===== config.mk =====
export PLATFORM = sky130hd
export DESIGN_NAME = par_serializer
export DESIGN_NICKNAME = d
export VERILOG_FILES = /design/src/rtl/par_pkg.sv /design/src/rtl/par_serializer.sv
export SDC_FILE = /design/constraint.sdc
export NUM_CORES = 1
export LEC_CHECK = 0
export CORE_MARGIN = 2
export CORE_UTILIZATION = 25
export CTS_CLUSTER_DIAMETER = 150
export DETAILED_ROUTE_END_ITERATION = 10
export PLACE_DENSITY = 0.42
export SETUP_SLACK_MARGIN = 0.4
export SLEW_MARGIN = 0
export SYNTH_ARGS = -nofsm -noshare
export SYNTH_HDL_FRONTEND = slang
export SYNTH_SLANG_ARGS = --single-unit
export TNS_END_PERCENT = 100

===== constraint.sdc =====
create_clock -name clk -period 1.9 [get_ports clk]
set_input_delay 0.19 -clock clk [delete_from_list [all_inputs] [get_ports clk]]
set_output_delay 0.19 -clock clk [all_outputs]
set_load 0.02 [all_outputs]

===== src/rtl/par_pkg.sv =====
// Shared definitions for the serial framing path: serializer state encoding,
// default frame width and the parity-mode constants that the downstream
// serial parity detector also uses.
package par_pkg;

  typedef enum logic [1:0] {
    IDLE = 2'd0,
    DATA = 2'd1,
    PAR  = 2'd2
  } ser_state_t;

  localparam int DEF_WIDTH = 8;

  // Parity-mode selectors; the detector must use the same encoding.
  localparam logic EVEN_PAR = 1'b0;
  localparam logic ODD_PAR  = 1'b1;

endpackage : par_pkg


===== src/rtl/par_serializer.sv =====
// Parallel-to-serial framer. Takes a WIDTH-bit word on a valid/ready
// handshake, shifts it out LSB-first one bit per cycle, then appends one
// parity bit. In even mode a running-parity detector that starts at EVEN
// returns to EVEN at every frame boundary. A new word may be accepted while
// the parity bit is on the line, so frames can run back-to-back.
module par_serializer
  import par_pkg::ser_state_t, par_pkg::IDLE, par_pkg::DATA, par_pkg::PAR;
#(
  parameter int   WIDTH   = par_pkg::DEF_WIDTH,
  parameter logic ODD_PAR = par_pkg::EVEN_PAR
) (
  input  logic             clk,
  input  logic             rst,
  input  logic [WIDTH-1:0] din,
  input  logic             din_valid,
  output logic             din_ready,
  output logic             sr_out,
  output logic             sr_vld,
  output logic             sr_last,
  output logic             busy
);

  localparam int               CNT_W    = $clog2(WIDTH);
  localparam logic [CNT_W-1:0] CNT_LAST = CNT_W'(WIDTH - 1);

  // Frame state
  ser_state_t       state_q, state_d;
  logic [WIDTH-1:0] shreg_q, shreg_d;
  logic [CNT_W-1:0] cnt_q,   cnt_d;
  logic             par_q,   par_d;

  // Output flops, loaded from the next-state values so every serial output
  // leaves a register and lines up with the state it describes.
  logic din_ready_q, din_ready_d;
  logic sr_out_q,    sr_out_d;
  logic sr_vld_q,    sr_vld_d;
  logic sr_last_q,   sr_last_d;
  logic busy_q,      busy_d;

  logic accept_s;

  assign accept_s = din_valid && din_ready_q;

  // Next-state logic for the FSM and the shift/count/parity datapath.
  always_comb begin
    state_d = state_q;
    shreg_d = shreg_q;
    cnt_d   = cnt_q;
    par_d   = par_q;
    case (state_q)
      IDLE: begin
        if (accept_s) begin
          state_d = DATA;
          shreg_d = din;
          cnt_d   = {CNT_W{1'b0}};
          par_d   = 1'b0;
        end else begin
          state_d = IDLE;
        end
      end
      DATA: begin
        par_d   = par_q ^ shreg_q[0];
        shreg_d = {1'b0, shreg_q[WIDTH-1:1]};
        if (cnt_q == CNT_LAST) begin
          // Hold the count at its last value instead of wrapping.
          state_d = PAR;
          cnt_d   = cnt_q;
        end else begin
          state_d = DATA;
          cnt_d   = cnt_q + {{(CNT_W-1){1'b0}}, 1'b1};
        end
      end
      PAR: begin
        if (accept_s) begin
          // Reload directly so the next frame follows the parity bit.
          state_d = DATA;
          shreg_d = din;
          cnt_d   = {CNT_W{1'b0}};
          par_d   = 1'b0;
        end else begin
          state_d = IDLE;
        end
      end
      default: begin
        state_d = IDLE;
        shreg_d = {WIDTH{1'b0}};
        cnt_d   = {CNT_W{1'b0}};
        par_d   = 1'b0;
      end
    endcase
  end

  // Decode the outputs that the next state will present.
  always_comb begin
    din_ready_d = 1'b1;
    sr_out_d    = 1'b0;
    sr_vld_d    = 1'b0;
    sr_last_d   = 1'b0;
    busy_d      = 1'b0;
    case (state_d)
      IDLE: begin
        din_ready_d = 1'b1;
      end
      DATA: begin
        din_ready_d = 1'b0;
        sr_out_d    = shreg_d[0];
        sr_vld_d    = 1'b1;
        busy_d      = 1'b1;
      end
      PAR: begin
        din_ready_d = 1'b1;
        sr_out_d    = par_d ^ ODD_PAR;
        sr_vld_d    = 1'b1;
        sr_last_d   = 1'b1;
        busy_d      = 1'b1;
      end
      default: begin
        din_ready_d = 1'b1;
      end
    endcase
  end

  // State, datapath and output registers; reset drops any frame in flight.
  always_ff @(posedge clk or negedge rst) begin
    if (!rst) begin
      state_q     <= IDLE;
      shreg_q     <= {WIDTH{1'b0}};
      cnt_q       <= {CNT_W{1'b0}};
      par_q       <= 1'b0;
      din_ready_q <= 1'b1;
      sr_out_q    <= 1'b0;
      sr_vld_q    <= 1'b0;
      sr_last_q   <= 1'b0;
      busy_q      <= 1'b0;
    end else begin
      state_q     <= state_d;
      shreg_q     <= shreg_d;
      cnt_q       <= cnt_d;
      par_q       <= par_d;
      din_ready_q <= din_ready_d;
      sr_out_q    <= sr_out_d;
      sr_vld_q    <= sr_vld_d;
      sr_last_q   <= sr_last_d;
      busy_q      <= busy_d;
    end
  end

  assign din_ready = din_ready_q;
  assign sr_out    = sr_out_q;
  assign sr_vld    = sr_vld_q;
  assign sr_last   = sr_last_q;
  assign busy      = busy_q;

endmodule : par_serializer


; ---- After elaboration in Yosys (flattened, before gate mapping)
; Cells that the tools add are included.
[totals]
reg_bits = 18
latch_bits = 0
ram_bits = 0
romBits = 0
in_bits = 11
out_inout_bits = 5
wordCells = 37
mem_count = 0
[classes]
add_sub_neg = 1
n_mul = 0
div_mod_pow = 0
order_cmp = 0
n_eq_ne = 7
shift = 0
mux = 14
bitwise_logic = 1
reduce_logical = 5
[ops]
columns = op, n
row1 = $pmux 8 s2, 1
row2 = $mux 8, 1
row3 = $mux 3, 2
row4 = $pmux 3 s2, 1
row5 = $mux 1, 5
row6 = $eq 2x1->1 const B, 2
row7 = $eq 2x2->1 const B, 2
row8 = $pmux 1 s2, 2
row9 = $pmux 2 s2, 1
row10 = $reduce_or 2->1, 2
row11 = $add 3x1->3 const B, 1
row12 = $eq 3x3->1 const B, 1
row13 = $logic_not 2->1, 1
row14 = $mux 2, 1
row15 = $ne 2x1->1 const B, 1
row16 = $ne 2x2->1 const B, 1
row17 = $reduce_and 2->1, 1
row18 = $logic_and 1x1->1, 1
row19 = $xor 1x1->1, 1

; ---- Logic depth before layout (Yosys ltp)
[logic_depth]
ltp_word = 6
mapped_depth = 9
depth_no_buf = 9

; ---- Least setup slack after synthesis
; OpenSTA, ideal clock, no wires.
[synth_path]
kind = register to register
from = reg cnt_q[0]
to = reg sr_out_q, in the netlist sr_out
setup_ps = 122
t_arrival_ps = 1607
t_required_ps = 1778
setup_slack_ps = 171
path_stages_with_launch = 9
path_buffers = 0
period_less_slack_ps = 1729
path_cell_list = dfrtp_1 ha_1 ha_1 nor2_1 nand2_1 o21a_1 ha_1 inv_1 a32o_1
[synth_between]
elab_chain_cells = 5
word_cells_on_any_way = 6
cone_classes = 3 x eq/ne / 3 x mux
[synth_rtl]
columns = element, line_no
row1 = from (decl), par_serializer.sv:29  ; logic [CNT_W-1:0] cnt_q, cnt_d;
row2 = from (signal assigned), par_serializer.sv:128  ; cnt_q <= {CNT_W{1'b0}};
row3 = from (signal assigned), par_serializer.sv:138  ; cnt_q <= cnt_d;
row4 = $eq 3x3->1 (*), par_serializer.sv:64  ; if (cnt_q == CNT_LAST) begin
row5 = $mux 2 (*), par_serializer.sv:64
row6 = $pmux 2 s2 (*), par_serializer.sv:50  ; case (state_q)
row7 = $eq 2x2->1 / $eq 2x1->1 (equally long branches), par_serializer.sv:100  ; case (state_d)
row8 = $pmux 1 s2 (*), par_serializer.sv:100
row9 = via sr_out_d, par_serializer.sv:35  ; logic sr_out_q, sr_out_d;
row10 = to (signal assigned), par_serializer.sv:141  ; sr_out_q <= sr_out_d;
row11 = to (decl), par_serializer.sv:35
; The timed path passes the listed nets; every way through them passes the cells marked *.
; A chain may end at the register's enable or synchronous reset.

; ---- Worst setup path after layout
; Ends and elaborated chain as after synthesis.

==> results.ini <==
[placement]
place_hpwl_microns = 1200
finalWeightedCongestion = 0.688
buffer_ports.inserted = 15
numPlacedInstances = 130

[detailed_routing]
top_layer = met3
met2_length_microns = 856
vias_per_cell = 4.26
wl_met3_microns = 85
post_drt_wl_per_cell_microns = 12.5
drt-total-wl_microns = 1750
num_vias = 596
antenna_left = 0
detailedRoute.firstPassIterationCount = 4
detail_route.wirelength.met1_microns = 810
drc = 0
drt_iter0_markers = 30

[yosys]
synthCells = 70
synth_nets = 85
synth.yosys.seq_area_share = 0.549
synth-seq-cells = 18
synth.top_cells.by_area = dfrtp_1 (52%), mux2i_1 (7.3%), ha_1 (6.1%), a22o_1 (4.3%), nand2_1 (4.1%)
syn-cell-area_sq_um = 822
synthesis.area_per_instance_sq_um = 11.7
synthDominantAreaCellType = dfrtp_1
synth_top_area_share = 0.518
synthesis.yosys.warnings = 0
synth.lib_cells_used.distinct = 25

[final_layout]
final_layout_size_suffix_gt1_frac = 0.250
number_of_nets_in_the_finished_design = 112
antennaDiodeCount = 0
final-seq-area_sq_um = 453
layoutNonFillerInstCount = 140
multi_input_comb_area_sq_um = 367
fill_cells = 334
final_core_util = 0.371
area.growth.synth_to_final_pct = 39.9

[global_routing]
grt_max_degree = 19
antenna_found_initial = 0
grt_usage = 0.100
grt_pass1_vias = 560
grt_first_pass_wirelength_microns = 2640
grt-ovfl-total = 0

[cts]
clockRootBuffer = clkbuf_4
cts_buffers = 3
tritoncts_clock_tree = done
ctsHoldBuffers = 0
clock_pin_transition_on_the_worst_setup_and_hold_timing_paths_ns = 0.10
h-tree-depth = 1
worst_skew_pair.late_latency_ns = 0.29
clock_sinks = 18
clock_path_buffers = 2

[sta]
fmax_mhz = 595
final.min_clock_period_ns = 1.68
rsz0062_at_grt = true
final.setup_skew_ns = 0.00248
timing_max_transition_violations_final = 0
slew_of_the_pin_with_the_lowest_slew_margin_ns = 0.400
hold-worst-slack_ns = 0.225
worst_slew_margin_rel = 0.733
hold_viol_final = 0
setup_violations = 0
final_cycle_utilization_of_the_critical_path = 0.884
timing.setup.tns_ns = 0

[floorplan]
die_width_microns = 61.3
count_of_standard_cell_rows = 20
die-area_sq_mm = 0.00376
num_io_pins = 16
floorplan.initialDensity = 0.265
fp.coreArea_sq_mm = 0.00310
die-height_microns = 61.3

[pwr]
cellLeakagePower_nw = 0.553
peakVddDrop_mv = 0.523
power.density_cell_area_mw_per_mm2 = 1510
post_route_total_power_mw = 1.73

[setup_path]
crit_path_cell_trace = ha_2 > ha_4 > nor2_2 > nand2_1 > o21a_1 > ha_1 > inv_1 > a32o_1
crit_type = reg2reg
worst_path_largest_cell_delay_ns = 0.41
cp_slowest_cell = dfrtp_1
setup.worst_path.start_class = flip-flop
timing.critical_path.arrival_ns = 1.86
timing.critical_path.required_ns = 2.08
worstSetupEndpointType = flip-flop
critical_path_peak_fanout = 3

[min_path]
hold_path_class = in2async

[run_status]
outcome = finished, final reports clean

[run]
cap_viol_max_count = 0

## registers in the layout, indices dropped and copies added, names as in the netlist
signal / count
shreg_q: 8
state_q: 2
sr_out: 1
cnt_q: 3
par_q: 1
busy: 1
din_ready: 1
sr_last: 1
## layout make-up
cell class                 instances  share of cell area
timing repair buffer              25               0.198
clock buffer                       4              0.0316
tap                               44              0.0479
inverter                           3             0.00979
sequential                        18               0.394
multi-input combinational         46               0.319
## metrics by stage
| step | area (sq um) | setup slack (ns) |
|---|---|---|
| 6_report | 1150 | 0.221 |
| 5_1_grt | 1150 | 0.141 |
| 4_1_cts | 1110 | 0.194 |
| 3_5_place_dp | 1050 | 0.171 |
| 3_3_place_gp | 1050 | 0.200 |
| 2_1_floorplan | 837 | 0.283 |
## kinds of logic after synthesis
group                    Yosys count  share of synthesized area
XOR/XNOR                           2                     0.0213
AO/OA/AOI/OAI                     16                      0.131
buffers and inverters              6                     0.0350
flip-flops                        18                      0.549
AND/OR/NAND/NOR                   16                      0.102
adder cells (fa/ha/maj)            4                     0.0609
multiplexers                       8                      0.100
## report_power, final
part	total, mW	internal [mW]	switching (mW)
combinational	0.829	0.457	0.372
clock	0.232	0.117	0.115
sequential	0.671	0.540	0.131
total	1.73	1.11	0.619
## per-layer routing
layer | global-route usage | vias up
met5 | 0 | -
met4 | 0.0547 | 0
met3 | 0.0315 | 0
met2 | 0.155 | 9
met1 | 0.125 | 286
li1 | - | 301
## layout by cell type (no fill, tap or decap), types with 2 or more instances in the layout
cell	netlist	routed
buf_4	1	9
mux2_4	0	2
clkdlybuf4s50_1	0	14
dfrtp_1	17	16
a21oi_1	2	2
inv_1	2	2
mux2i_1	6	6
nand2_1	9	9
o21ai_1	6	6
ha_1	4	2
a22o_1	4	4
clkbuf_4	0	3
## timing repair
action	4_1_cts	5_1_grt
pin swaps	2	3
hold endpoints to repair	0	0
resized for setup	1	5
endpoints found under the setup margin	3	5
setup buffers	3	3
cloned	0	0
## worst max-delay path, delay by kind of cell (launching register included)
| kind | cells | cell delay, ns |
|---|---|---|
| buf+inv | 1 | 0.05 |
| fa+ha+maj | 3 | 0.65 |
| compound gates | 2 | 0.34 |
| flops | 1 | 0.41 |
| simple gates | 2 | 0.13 |
## cells in the mapped netlist, drive strengths merged
master  instances
a21oi           2
a221o           1
a22o            4
a32o            1
and2b           1
and4b           1
buf             3
dfrtp          17
dfstp           1
ha              4
inv             3
mux2            2
mux2i           6
nand2          10
nand3           1
nor2            2
nor2b           1
o21a            1
o21ai           7
xnor2           1
xor2            1
## final timing paths
path	start	end	slack [ns]	cells past startpoint
setup / recovery	cnt_q[0]	sr_out	0.22	8
min in group clk	din[7]	shreg_q[7]	0.48	3
max in group asynchronous	rst	din_ready	1.42	2
hold reg to reg	shreg_q[3]	shreg_q[2]	0.49	2
hold / removal	rst	cnt_q[0]	0.23	2
setup reg to reg	cnt_q[0]	sr_out	0.22	8
Note: power is estimated with default switching activity, not from simulation.
==> edit, RTL diff (same settings) <==
Reset style: synchronous (`rst`), changed in one clocked block.
--- a/src/rtl/par_serializer.sv
+++ b/src/rtl/par_serializer.sv
@@ -121,7 +121,7 @@
   end
 
   // State, datapath and output registers; reset drops any frame in flight.
-  always_ff @(posedge clk or negedge rst) begin
+  always_ff @(posedge clk) begin
     if (!rst) begin
       state_q     <= IDLE;
       shreg_q     <= {WIDTH{1'b0}};
Formal check against the unedited RTL: differs if rst is asserted again (counterexample within 4 cycles, from zero or initial values and one cycle with rst low); with rst held inactive, the same outputs for 10 cycles.
==> edit against the original RTL <==
- sequential cell count did not move
- worst setup slack improved by 0.15 ns
- global-route usage rose by 0.48 points
- die area rose by 5.6%
- sequential share of layout area fell by 8.3 points
- clock skew rose by 0.0044 ns
- synthesized area rose by 5.9%
- wire length rose by 14%
- design area rose by 2.1%
Power is not compared: it rests on default switching activity, and its combinational part moved more than twofold at a synthesized area within 25%.
==> edit: results (changes against the original RTL) <==
- The async set or reset register ratio after synthesis is 0% (-100 points).
- The detailed-route via count came to 714 (+20%).
- The DRC marker count from the first detailed-route iteration is 13 (-57%).
- The post-route cell area is 0.00117 sq mm (+2.1%).
- The average cell area after synthesis was 9.26 sq um (-21%).
- The number of search-and-repair iterations in the first detailed-routing pass came to 4 (unchanged).
- The cell total after placement is 151 (+16%).
- The highest cell delay on the worst timing path was 0.35 ns (-0.06 ns).
- The clock network area share is 3.09% (-0.064 points).
- The final wirelength is 1990 microns (+14%).
- The multiplexer fraction of the synthesized cell area is 2.87% (-7.2 points).
- The number of inserted filler cells in the final layout is 372 (+11%).
- The total number of multi-input combinational cells came to 60 (+30%).
- The post-synth net total is 109 (+28%).
- The largest net degree at the start of global routing came to 11 (-8).
- The run finished with clean final reports.
- The clock skew is 0.00687 ns (+0.00439 ns).
- The worst setup slack before clock tree synthesis came to 0.156 ns (-0.0145 ns).
- The dominant delay contributor by cell family on the critical path is adder cells.
- The share of the synthesized netlist area taken by xor and xnor gates is 1.01% (-1.1 points).
- The global-route wire length before repair came to 3300 microns (+25%).
- The half-perimeter wire length after placement is 1400 microns (+17%).
- Among all stages on the critical path, the largest delay is contributed by sky130_fd_sc_hd__dfxtp_2.
- The proportion of cell area occupied by registers came to 31.1% (-8.3 points).
- The commonest cells after synthesis are 18 x sky130_fd_sc_hd__dfxtp_1, 12 x sky130_fd_sc_hd__o21ai_0, 9 x sky130_fd_sc_hd__inv_1, 5 x sky130_fd_sc_hd__nand2_1, 5 x sky130_fd_sc_hd__o211a_1.
- The buffer share of cell area is 17.2% (-2.6 points).
- The compound-gate portion of the synthesized area was 21.4% (+8.3 points).
- The share of synthesized cell area in full adder, half adder and majority cells is 5.75% (-0.34 points).
- The net count reported at finish is 129 (+15%).
- The via count of the first global-routing pass is 738 (+32%).
- The global router's overall resource usage was 10.5% (+0.48 points).
- The number of non-clock buffers is 22 (-12%).
- The dominant register cell in the synthesized netlist is sky130_fd_sc_hd__dfxtp_1.
- The path class of the tightest hold or removal check is flip-flop to flip-flop.
- The area of placed instances was 0.00107 sq mm (+1.2%).
- The share of cells above drive strength 1 came to 22.1% (-2.9 points).
- By area the synthesized netlist is led by sky130_fd_sc_hd__dfxtp_1 41%, sky130_fd_sc_hd__o21ai_0 6.9%, sky130_fd_sc_hd__ha_1 5.7%, sky130_fd_sc_hd__o211a_1 5.7%, sky130_fd_sc_hd__inv_1 3.9%.
- The layout inverter count without the clock tree was 9 (+6).
- The share of the yosys chip area belonging to registers is 41.4% (-14 points).
- The number of standard cells in the final layout excluding fillers is 159 (+14%).
==> edit: changes by cell type in the layout (fill, tap and decap cells not counted), moves of 5 or more <==
cell and delta:
sky130_fd_sc_hd__dfrtp_1 -16, sky130_fd_sc_hd__o21ai_0 +11, sky130_fd_sc_hd__o21ai_1 -6, sky130_fd_sc_hd__inv_1 +5
sky130_fd_sc_hd__dfxtp_1 +14, sky130_fd_sc_hd__mux2i_1 -5, sky130_fd_sc_hd__o211a_1 +5
==> edit: final timing paths <==
path                                  from          to  slack, ns  cells past startpoint
worst max register to register    cnt_q[1]      sr_out       0.37                      8
worst min-delay path            shreg_q[7]  shreg_q[6]       0.50                      2
worst min register to register  shreg_q[7]  shreg_q[6]       0.50                      2
worst max-delay path              cnt_q[1]      sr_out       0.37                      8
==> edit: repair_timing <==
item / CTS / global route
setup endpoints to repair: 3 / 3
hold endpoints to repair: 0 / 0
setup buffers: 2 / 2
gates resized for setup: 7 / 4
hold buffers: 0 / 0
pin swaps: 0 / 5
==> edit: cell families after synthesis <==
family	count (synthesis)
AOI/OAI and AO/OA	27
xor gates and xnor gates	1
adders and majority gates	4
buffers and inverters	16
DFF	18
muxes	2
and+or+nand+nor	26
==> edit: power by group through the flow <==
stage | Combinational, mW | Sequential [mW] | Clock, mW
floorplan | 0.119 | 0.430 | 0
global placement | 0.167 | 0.433 | 0
detailed placement | 0.168 | 0.433 | 0
CTS | 0.177 | 0.424 | 0.252
global route | 0.207 | 0.429 | 0.265
finish | 0.189 | 0.425 | 0.242
==> edit: metal layers <==
layer / global-route usage (%) / vias up / wire length (microns) / share of wire (%)
li1: - / 363 / - / -
met1: 12.6 / 339 / 965 / 48
met2: 18.2 / 10 / 953 / 48
met3: 1.62 / 2 / 50 / 2.5
met4: 5.00 / 0 / 23 / 1.2
met5: 0 / - / 0 / 0
